--- config.mk ---
export PLATFORM = sky130hd
export DESIGN_NAME = cdc_wr_arb
export DESIGN_NICKNAME = d
export VERILOG_FILES = /design/src/rtl/cdc_arb_pkg.sv /design/src/rtl/cdc_rr_pick.sv /design/src/rtl/cdc_wr_arb.sv
export SDC_FILE = /design/constraint.sdc
export NUM_CORES = 1
export LEC_CHECK = 0
export CORE_ASPECT_RATIO = 1.25
export CORE_MARGIN = 4
export CORE_UTILIZATION = 31
export CTS_BUF_LIST = sky130_fd_sc_hd__clkbuf_4 sky130_fd_sc_hd__clkbuf_8 sky130_fd_sc_hd__clkbuf_16
export DETAILED_ROUTE_END_ITERATION = 16
export PLACE_DENSITY = 0.77
export SLEW_MARGIN = 20
export SYNTH_ARGS = -nofsm -noshare
export SYNTH_HDL_FRONTEND = slang
export SYNTH_SLANG_ARGS = --single-unit
--- constraint.sdc ---
create_clock -name wclk -period 2.7 [get_ports wclk]
set_input_delay 0.81 -clock wclk [delete_from_list [all_inputs] [get_ports wclk]]
set_output_delay 0.81 -clock wclk [all_outputs]
set_load 0.01 [all_outputs]
--- src/rtl/cdc_arb_pkg.sv ---
// Shared types and defaults for the write-side round-robin arbiter.
// The optional burst lock is built only when CDC_WR_ARB_LOCK_EN is defined.
package cdc_arb_pkg;

    localparam int NREQ_DEF = 4;

    typedef logic [7:0] dat_def_t;
    typedef logic [$clog2(NREQ_DEF)-1:0] idx_t;

    typedef enum logic {
        IDLE   = 1'b0,
        LOCKED = 1'b1
    } state_e;

    function automatic int wrap_inc(input int i, input int n);
        return (i + 1 >= n) ? 0 : i + 1;
    endfunction

endpackage

--- src/rtl/cdc_rr_pick.sv ---
// Rotate-priority select: first valid bit at or above ptr, wrapping to 0.
module cdc_rr_pick #(
    parameter int N  = 4,
    parameter int IW = 2
) (
    input  logic [N-1:0]  vld,
    input  logic [IW-1:0] ptr,
    output logic [N-1:0]  onehot,
    output logic [IW-1:0] idx,
    output logic          any
);

    logic [N-1:0] rot;
    logic [IW:0]  sum;

    always_comb begin
        onehot = '0;
        idx    = '0;
        any    = 1'b0;
        sum    = '0;
        // Bit k of rot is requester (ptr + k) mod N.
        rot    = N'({vld, vld} >> ptr);
        for (int k = 0; k < N; k++) begin
            if (!any && rot[k]) begin
                any = 1'b1;
                sum = {1'b0, ptr} + (IW+1)'(k);
                if (sum >= (IW+1)'(N)) begin
                    sum = sum - (IW+1)'(N);
                end
                idx = IW'(sum);
            end
        end
        if (any) begin
            onehot = N'(1) << idx;
        end
    end

endmodule

--- src/rtl/cdc_wr_arb.sv ---
// Round-robin arbiter feeding one FIFO write port through a single output register.
// Define CDC_WR_ARB_LOCK_EN to hold the grant on one requester until req_last.
module cdc_wr_arb
    import cdc_arb_pkg::*;
#(
    parameter int  NREQ  = NREQ_DEF,
    parameter type dat_t = dat_def_t
) (
    input  logic                    wclk,
    input  logic                    wrst_n,
    input  logic [NREQ-1:0]         req_vld,
    input  dat_t                    req_data [NREQ],
    input  logic [NREQ-1:0]         req_last,
    output logic [NREQ-1:0]         req_rdy,
    output dat_t                    wdata,
    output logic                    wput,
    input  logic                    wrdy,
    output logic [$clog2(NREQ)-1:0] gnt_idx,
    output state_e                  dbg_state,
    output logic [$clog2(NREQ)-1:0] dbg_rr_ptr
);

    localparam int IW = $clog2(NREQ);

    // Handshake: a beat moves on a posedge where valid && ready on that side;
    // req_rdy is combinational, wput/wdata are registered and hold while !wrdy.
    logic            wput_q, wput_d;
    dat_t            wdata_q, wdata_d;
    logic [IW-1:0]   gnt_q, gnt_d;
    logic [IW-1:0]   rr_ptr_q, rr_ptr_d;
    state_e          state_q, state_d;

    logic [NREQ-1:0] elig;
    logic [NREQ-1:0] pick_onehot;
    logic [IW-1:0]   pick_idx;
    logic            pick_any;
    logic            can_take;
    logic            accept;
    logic [IW-1:0]   nxt_idx;

`ifdef CDC_WR_ARB_LOCK_EN
    logic [IW-1:0]   lock_idx_q, lock_idx_d;
`else
    logic            unused_last;
    assign unused_last = ^req_last;
`endif

    always_comb begin
        elig = req_vld;
`ifdef CDC_WR_ARB_LOCK_EN
        if (state_q == LOCKED) begin
            elig = req_vld & (NREQ'(1) << lock_idx_q);
        end
`endif
    end

    cdc_rr_pick #(
        .N  (NREQ),
        .IW (IW)
    ) u_pick (
        .vld    (elig),
        .ptr    (rr_ptr_q),
        .onehot (pick_onehot),
        .idx    (pick_idx),
        .any    (pick_any)
    );

    // The output register can take a beat when empty or draining this cycle.
    assign can_take = !wput_q || wrdy;
    assign accept   = wrst_n && pick_any && can_take;
    assign req_rdy  = accept ? pick_onehot : '0;
    assign nxt_idx  = IW'(wrap_inc(int'(pick_idx), NREQ));

    always_comb begin
        wput_d   = wput_q && !wrdy;
        wdata_d  = wdata_q;
        gnt_d    = gnt_q;
        rr_ptr_d = rr_ptr_q;
        state_d  = state_q;
`ifdef CDC_WR_ARB_LOCK_EN
        lock_idx_d = lock_idx_q;
`endif
        if (accept) begin
            wput_d  = 1'b1;
            wdata_d = req_data[pick_idx];
            gnt_d   = pick_idx;
`ifdef CDC_WR_ARB_LOCK_EN
            if (req_last[pick_idx]) begin
                state_d  = IDLE;
                rr_ptr_d = nxt_idx;
            end else begin
                state_d    = LOCKED;
                lock_idx_d = pick_idx;
            end
`else
            rr_ptr_d = nxt_idx;
`endif
        end
    end

    always_ff @(posedge wclk or negedge wrst_n) begin
        if (!wrst_n) begin
            wput_q   <= 1'b0;
            wdata_q  <= '0;
            gnt_q    <= '0;
            rr_ptr_q <= '0;
            state_q  <= IDLE;
`ifdef CDC_WR_ARB_LOCK_EN
            lock_idx_q <= '0;
`endif
        end else begin
            wput_q   <= wput_d;
            wdata_q  <= wdata_d;
            gnt_q    <= gnt_d;
            rr_ptr_q <= rr_ptr_d;
            state_q  <= state_d;
`ifdef CDC_WR_ARB_LOCK_EN
            lock_idx_q <= lock_idx_d;
`endif
        end
    end

    assign wput       = wput_q;
    assign wdata      = wdata_q;
    assign gnt_idx    = gnt_q;
    assign dbg_state  = state_q;
    assign dbg_rr_ptr = rr_ptr_q;

endmodule

Yosys cells after proc, flatten, opt, wreduce, memory -nomap -nowiden
Cells that the tools add are included.
{"block": "totals", "reg_bits": 13, "latchBits": 0, "ram_bits": 0, "mem_bits_ro": 0, "input_bits": 43, "output_inout_bits": 18, "wordCells": 52, "n_memories": 0}
{"block": "classes", "n_addsub": 8, "n_mul": 0, "n_div": 0, "n_lt_le_gt_ge": 6, "eq_ne": 0, "shift": 2, "mux": 19, "bitwise": 1, "reduce_logical": 12}
{"cell": "2-bit 2-to-1 mux", "count": 9}
{"cell": "8-bit binary-select mux with 2-bit select", "count": 1}
{"cell": "8-bit 2-to-1 mux", "count": 2}
{"cell": "3-bit >= comparator (second input constant)", "count": 5}
{"cell": "4-bit 2-to-1 mux", "count": 2}
{"cell": "8-bit by 2-bit >> shifter with 4-bit output", "count": 1}
{"cell": "2-bit by 1-bit subtractor with 2-bit output (second input constant)", "count": 4}
{"cell": "2-bit by 1-bit adder with 3-bit output (second input constant)", "count": 2}
{"cell": "2-bit by 2-bit adder with 3-bit output (second input constant)", "count": 2}
{"cell": "1-bit logical AND", "count": 6}
{"cell": "1-bit zero test", "count": 5}
{"cell": "1-bit 2-to-1 mux", "count": 5}
{"cell": "1-bit by 2-bit << shifter with 4-bit output (first input constant)", "count": 1}
{"cell": "2-bit by 3-bit >= comparator with 1-bit output (second input constant)", "count": 1}
{"cell": "2-bit NOT with 3-bit output", "count": 1}
{"cell": "1-bit logical OR", "count": 1}

Longest topological paths before layout
{"block": "logic_depth", "ltp_word": 15, "ltp_mapped": 8, "depth_no_buf": 7}

By module
Synthesis repeated with hierarchy kept, for this count alone.
{"block": "hier_totals", "cells_unflattened": 81, "hier_area_um2": 960.9}
{"mod": "cdc_wr_arb", "n_inst": 1, "cells_per_inst": 49, "area_per_inst_um2": 778.2, "seq_area_each_um2": 325.3}
{"mod": "cdc_rr_pick", "n_inst": 1, "cells_per_inst": 32, "area_per_inst_um2": 182.7, "seq_area_each_um2": 0.0}

Least setup slack after synthesis
OpenSTA, ideal clock, no wires.
{"block": "synth_path", "path_type": "input -> output", "startpoint": "input port req_vld[1]", "endpoint": "output port req_rdy[0]", "arrival_ps": 1925, "t_required_ps": 1890, "path_slack_ps": -35, "path_stages": 5, "n_path_buf": 1, "cell_sequence": "mux2_4 -> o221ai_4 -> buf_12 -> inv_2 -> nor3_1"}
{"block": "synth_between", "elab_chain_len": 14, "word_cells_on_any_way": 20, "cone_classes": "2 x shift; 10 x mux; 8 x reduce/logical"}
{"element": "start, declared", "line": "cdc_wr_arb.sv:11", "text": "input logic [NREQ-1:0] req_vld,"}
{"element": "8-bit by 2-bit >> shifter with 4-bit output (*)", "line": "cdc_rr_pick.sv:22", "text": "rot = N'({vld, vld} >> ptr);"}
{"element": "1-bit 2-to-1 mux", "line": "cdc_rr_pick.sv:24", "text": "if (!any && rot[k]) begin"}
{"element": "1-bit zero test", "line": "cdc_rr_pick.sv:24"}
{"element": "1-bit logical AND", "line": "cdc_rr_pick.sv:24"}
{"element": "1-bit 2-to-1 mux", "line": "cdc_rr_pick.sv:24"}
{"element": "1-bit zero test", "line": "cdc_rr_pick.sv:24"}
{"element": "1-bit logical AND", "line": "cdc_rr_pick.sv:24"}
{"element": "1-bit 2-to-1 mux", "line": "cdc_rr_pick.sv:24"}
{"element": "1-bit zero test", "line": "cdc_rr_pick.sv:24"}
{"element": "1-bit logical AND", "line": "cdc_rr_pick.sv:24"}
{"element": "2-bit 2-to-1 mux or 1-bit 2-to-1 mux (tied branches)", "line": "cdc_rr_pick.sv:24"}
{"element": "1-bit by 2-bit << shifter with 4-bit output or 1-bit logical AND (tied branches)", "line": "cdc_rr_pick.sv:34, cdc_wr_arb.sv:70"}
{"element": "4-bit 2-to-1 mux or 1-bit logical AND (tied branches)", "line": "cdc_rr_pick.sv:33, cdc_wr_arb.sv:70"}
{"element": "4-bit 2-to-1 mux (*)", "line": "cdc_wr_arb.sv:71", "text": "assign req_rdy = accept ? pick_onehot : '0;"}
{"element": "end, declared", "line": "cdc_wr_arb.sv:14", "text": "output logic [NREQ-1:0] req_rdy,"}
Every way passes the cells marked *; elsewhere a longest branch is shown, timed or not.

Worst setup path after layout
{"block": "layout_path", "startpoint": "input port req_vld[0]", "endpoint": "output port req_rdy[0]"}
Same word-level chain as after synthesis.

==> results.toml <==
[yosys]
synth_top_area_frac = 0.374
syn_inst = 81
async_flop_share = 1.00
synth_top_family_by_area = "multiplexers"
synth_fp_nets = 125
muxShareOfSynthArea = 0.226
postSynthAreaPerCell_um2 = 10.8
synth.distinct_cells = 25
seq_area_frac_synth = 0.374
ys_warn_count = 0
synth-xor-area-share = 0
synthTopCellsByArea = "dfrtp_1 (37%), mux2_2 (12%), a221o_1 (9.2%)"
yosysTopAreaCell = "dfrtp_1"
ys.flop_type = "dfrtp_1"
synth_seq_cells = 13
synth_edf_count = 0
synth_area_um2 = 871
synth_compound_area_frac = 0.175
synth_fa_ha_area_frac = 0.0144
yosys.area_share.simple = 0.136

[clock_network]
cts_hold_buf = 0
cts_root_buf = "clkbuf_4"
tritoncts = "yes"
clock_path_buffers = 2
clk_pin_slew_ns = 0.08
clk_latency_ns = 0.27
htreeDepth = 1
numCtsBuffers = 3
cts.sinks = 13

[worst_setup_path]
critPathCaptureType = "output pin"
crit_buf_inv = 4
cp_slowest_cell = "o22ai_2"
r2r_slack_ns = 0.24
cp.arrival_ns = 1.93
critical_path.endpoint = "req_rdy[0]"
path_delay_family = "buffers and inverters"
cp_slowest_stage_delay_ns = 0.20
r2r-start = "dbg_rr_ptr[1]"
path_max_fanout = 5
cp-startpoint = "req_vld[0]"
required_ns = 1.89
ff2ff_path_depth = 13
worstSetupPathType = "primary input to output pin"
cp.depth = 8
start_kind = "primary input"
reg2reg_to = "dbg_rr_ptr[0]"
path_cells = "buf_8, a21o_1, a21oi_2, o22ai_2, inv_2, buf_4, nor3_1, buf_2"

[sta]
whs_ns = 0.486
finalWorstSetupSlack_ns = -0.0420
setup_tns_ns = -0.0655
maxSlewViolCount = 0
rsz0062_at_grt = "yes"
skew_ns = 0.00369
worst_slew_pin_slew_ns = 0.647
fmaxAchievable_mhz = 365
setup_viol = 2
relSlewSlack = 0.567
fin_crit_ns = 2.74
finalCritPeriodShare = 1.02
hold_viol_final = 0

[drt]
detail_route.wl_per_cell_um = 16.0
drt_iter0_markers = 22
vias = 974
viasPerCell = 5.05
route.detailed.drc = 0
drt-total-wl_mm = 3.08
drt_pass1_iterations = 4
antenna_left = 0

[global_routing]
grt_pass1_vias = 1011
overflow = 0
track_usage = 0.166
grt_pass1_wl_mm = 4.68
grt_antenna_before_repair = 0
grt_max_degree = 15

[floorplanning]
dieWidth_um = 55.4
ioPinCount = 61
start_util = 0.325
dieHeight_um = 67.3
fp-row-count = 21
coreArea_um2 = 2680
dieArea_um2 = 3730

[final_layout]
layout-drive-gt1-share = 0.390
fin_nets = 204
syn2layout_area_growth_pct = 92.7
nFillCells = 220
diodes = 0
layout_common_cells = "clkdlybuf4s50_1 (45), buf_4 (23), dfrtp_1 (13)"
layout_commonest_cell = "clkdlybuf4s50_1"

[min_path]
hold_path_class = "flip-flop to flip-flop"

[job]
maxCapViolations = 0

[run_status]
status = "finished with violations"
failed_checks = "setup timing"

[placement]
place_ws_ns = -0.850
place_congestion = 0.854
port_buffers = 55
dp_hpwl_mm = 2.15

[pwr]
power.leakage_nw = 0.754
vdd_drop_max_mv = 0.310
p_per_area_nw_per_um2 = 670
[tightest hold or removal path, cell delays in order, from the launching register on]
cell	delay, ns
dfrtp_1	0.35
nand2_1	0.05
nand2_1	0.05
[cell type report]
cell class / instances / area (um^2) / area share
Inverter: 5 / 18.8 / 0.0112
Sequential cell: 13 / 325 / 0.194
Tap cell: 34 / 42.5 / 0.0254
Timing Repair Buffer: 79 / 718 / 0.428
Clock buffer: 4 / 30.0 / 0.0179
Multi-Input combinational cell: 58 / 543 / 0.324
[timing repair]
item | CTS | global route
pin swaps | 5 | 10
setup endpoints to repair | 4 | 4
setup buffers | 11 | 2
resized for setup | 40 | 18
[Yosys cell counts, types with 2 or more instances]
cell       n
inv_1      4
a21boi_1   2
a221o_1    8
a21oi_1    2
mux2i_1    8
dfrtp_1   13
nor2_1     3
mux2_2     9
nand2_1    4
a21o_1     2
nor3_1    10
buf_2      3
[state kept, by name, indices dropped and copies added, names as in the netlist]
name / count
gnt_idx: 2
wput: 1
dbg_rr_ptr: 2
wdata: 8
[how the worst min path moves through the flow]
stage	from	endpoint	slack, ns	cells after the start
2_1_floorplan	wrst_n	dbg_rr_ptr[0]	0.51	0
3_3_place_gp	gnt_idx[0]	gnt_idx[0]	0.46	2
3_5_place_dp	gnt_idx[0]	gnt_idx[0]	0.47	2
4_1_cts	gnt_idx[0]	gnt_idx[0]	0.48	2
5_1_grt	gnt_idx[1]	gnt_idx[1]	0.51	1
6_report	gnt_idx[0]	gnt_idx[0]	0.49	2
[kinds of logic (layout without fill, tap and decap cells)]
| kind of cell | after synthesis | in the layout |
|---|---|---|
| other | 1 | 1 |
| AOI/OAI and AO/OA | 16 | 16 |
| muxes | 18 | 18 |
| adders and majority gates | 1 | 1 |
| DFF | 13 | 13 |
| and+or+nand+nor | 22 | 22 |
| buffers and inverters | 10 | 88 |
[metal layers]
metal / vias up / track usage / wire [um]
met1: 466 / 0.153 / 1140
li1: 461 / - / -
met5: - / 0 / 0
met2: 39 / 0.318 / 1700
met4: 0 / 0.106 / 68
met3: 8 / 0.0497 / 176
[through the flow]
stage	total power, W	utilization	area [um^2]	instances
CTS	0.00108	0.596	1600	191
floorplan	0.000621	-	871	81
finish	0.00112	0.626	1680	193
global placement	0.000900	0.561	1500	176
global route	0.00120	0.626	1680	193
detailed placement	0.000915	0.561	1500	176
[where the power goes]
part | switching (W) | leakage, nW | internal (W)
registers | 0.0000598 | 0.157 | 0.000263
logic | 0.000263 | 0.579 | 0.000409
clock network | 0.0000627 | 0.0184 | 0.0000672
(Power assumes the default switching activity.)
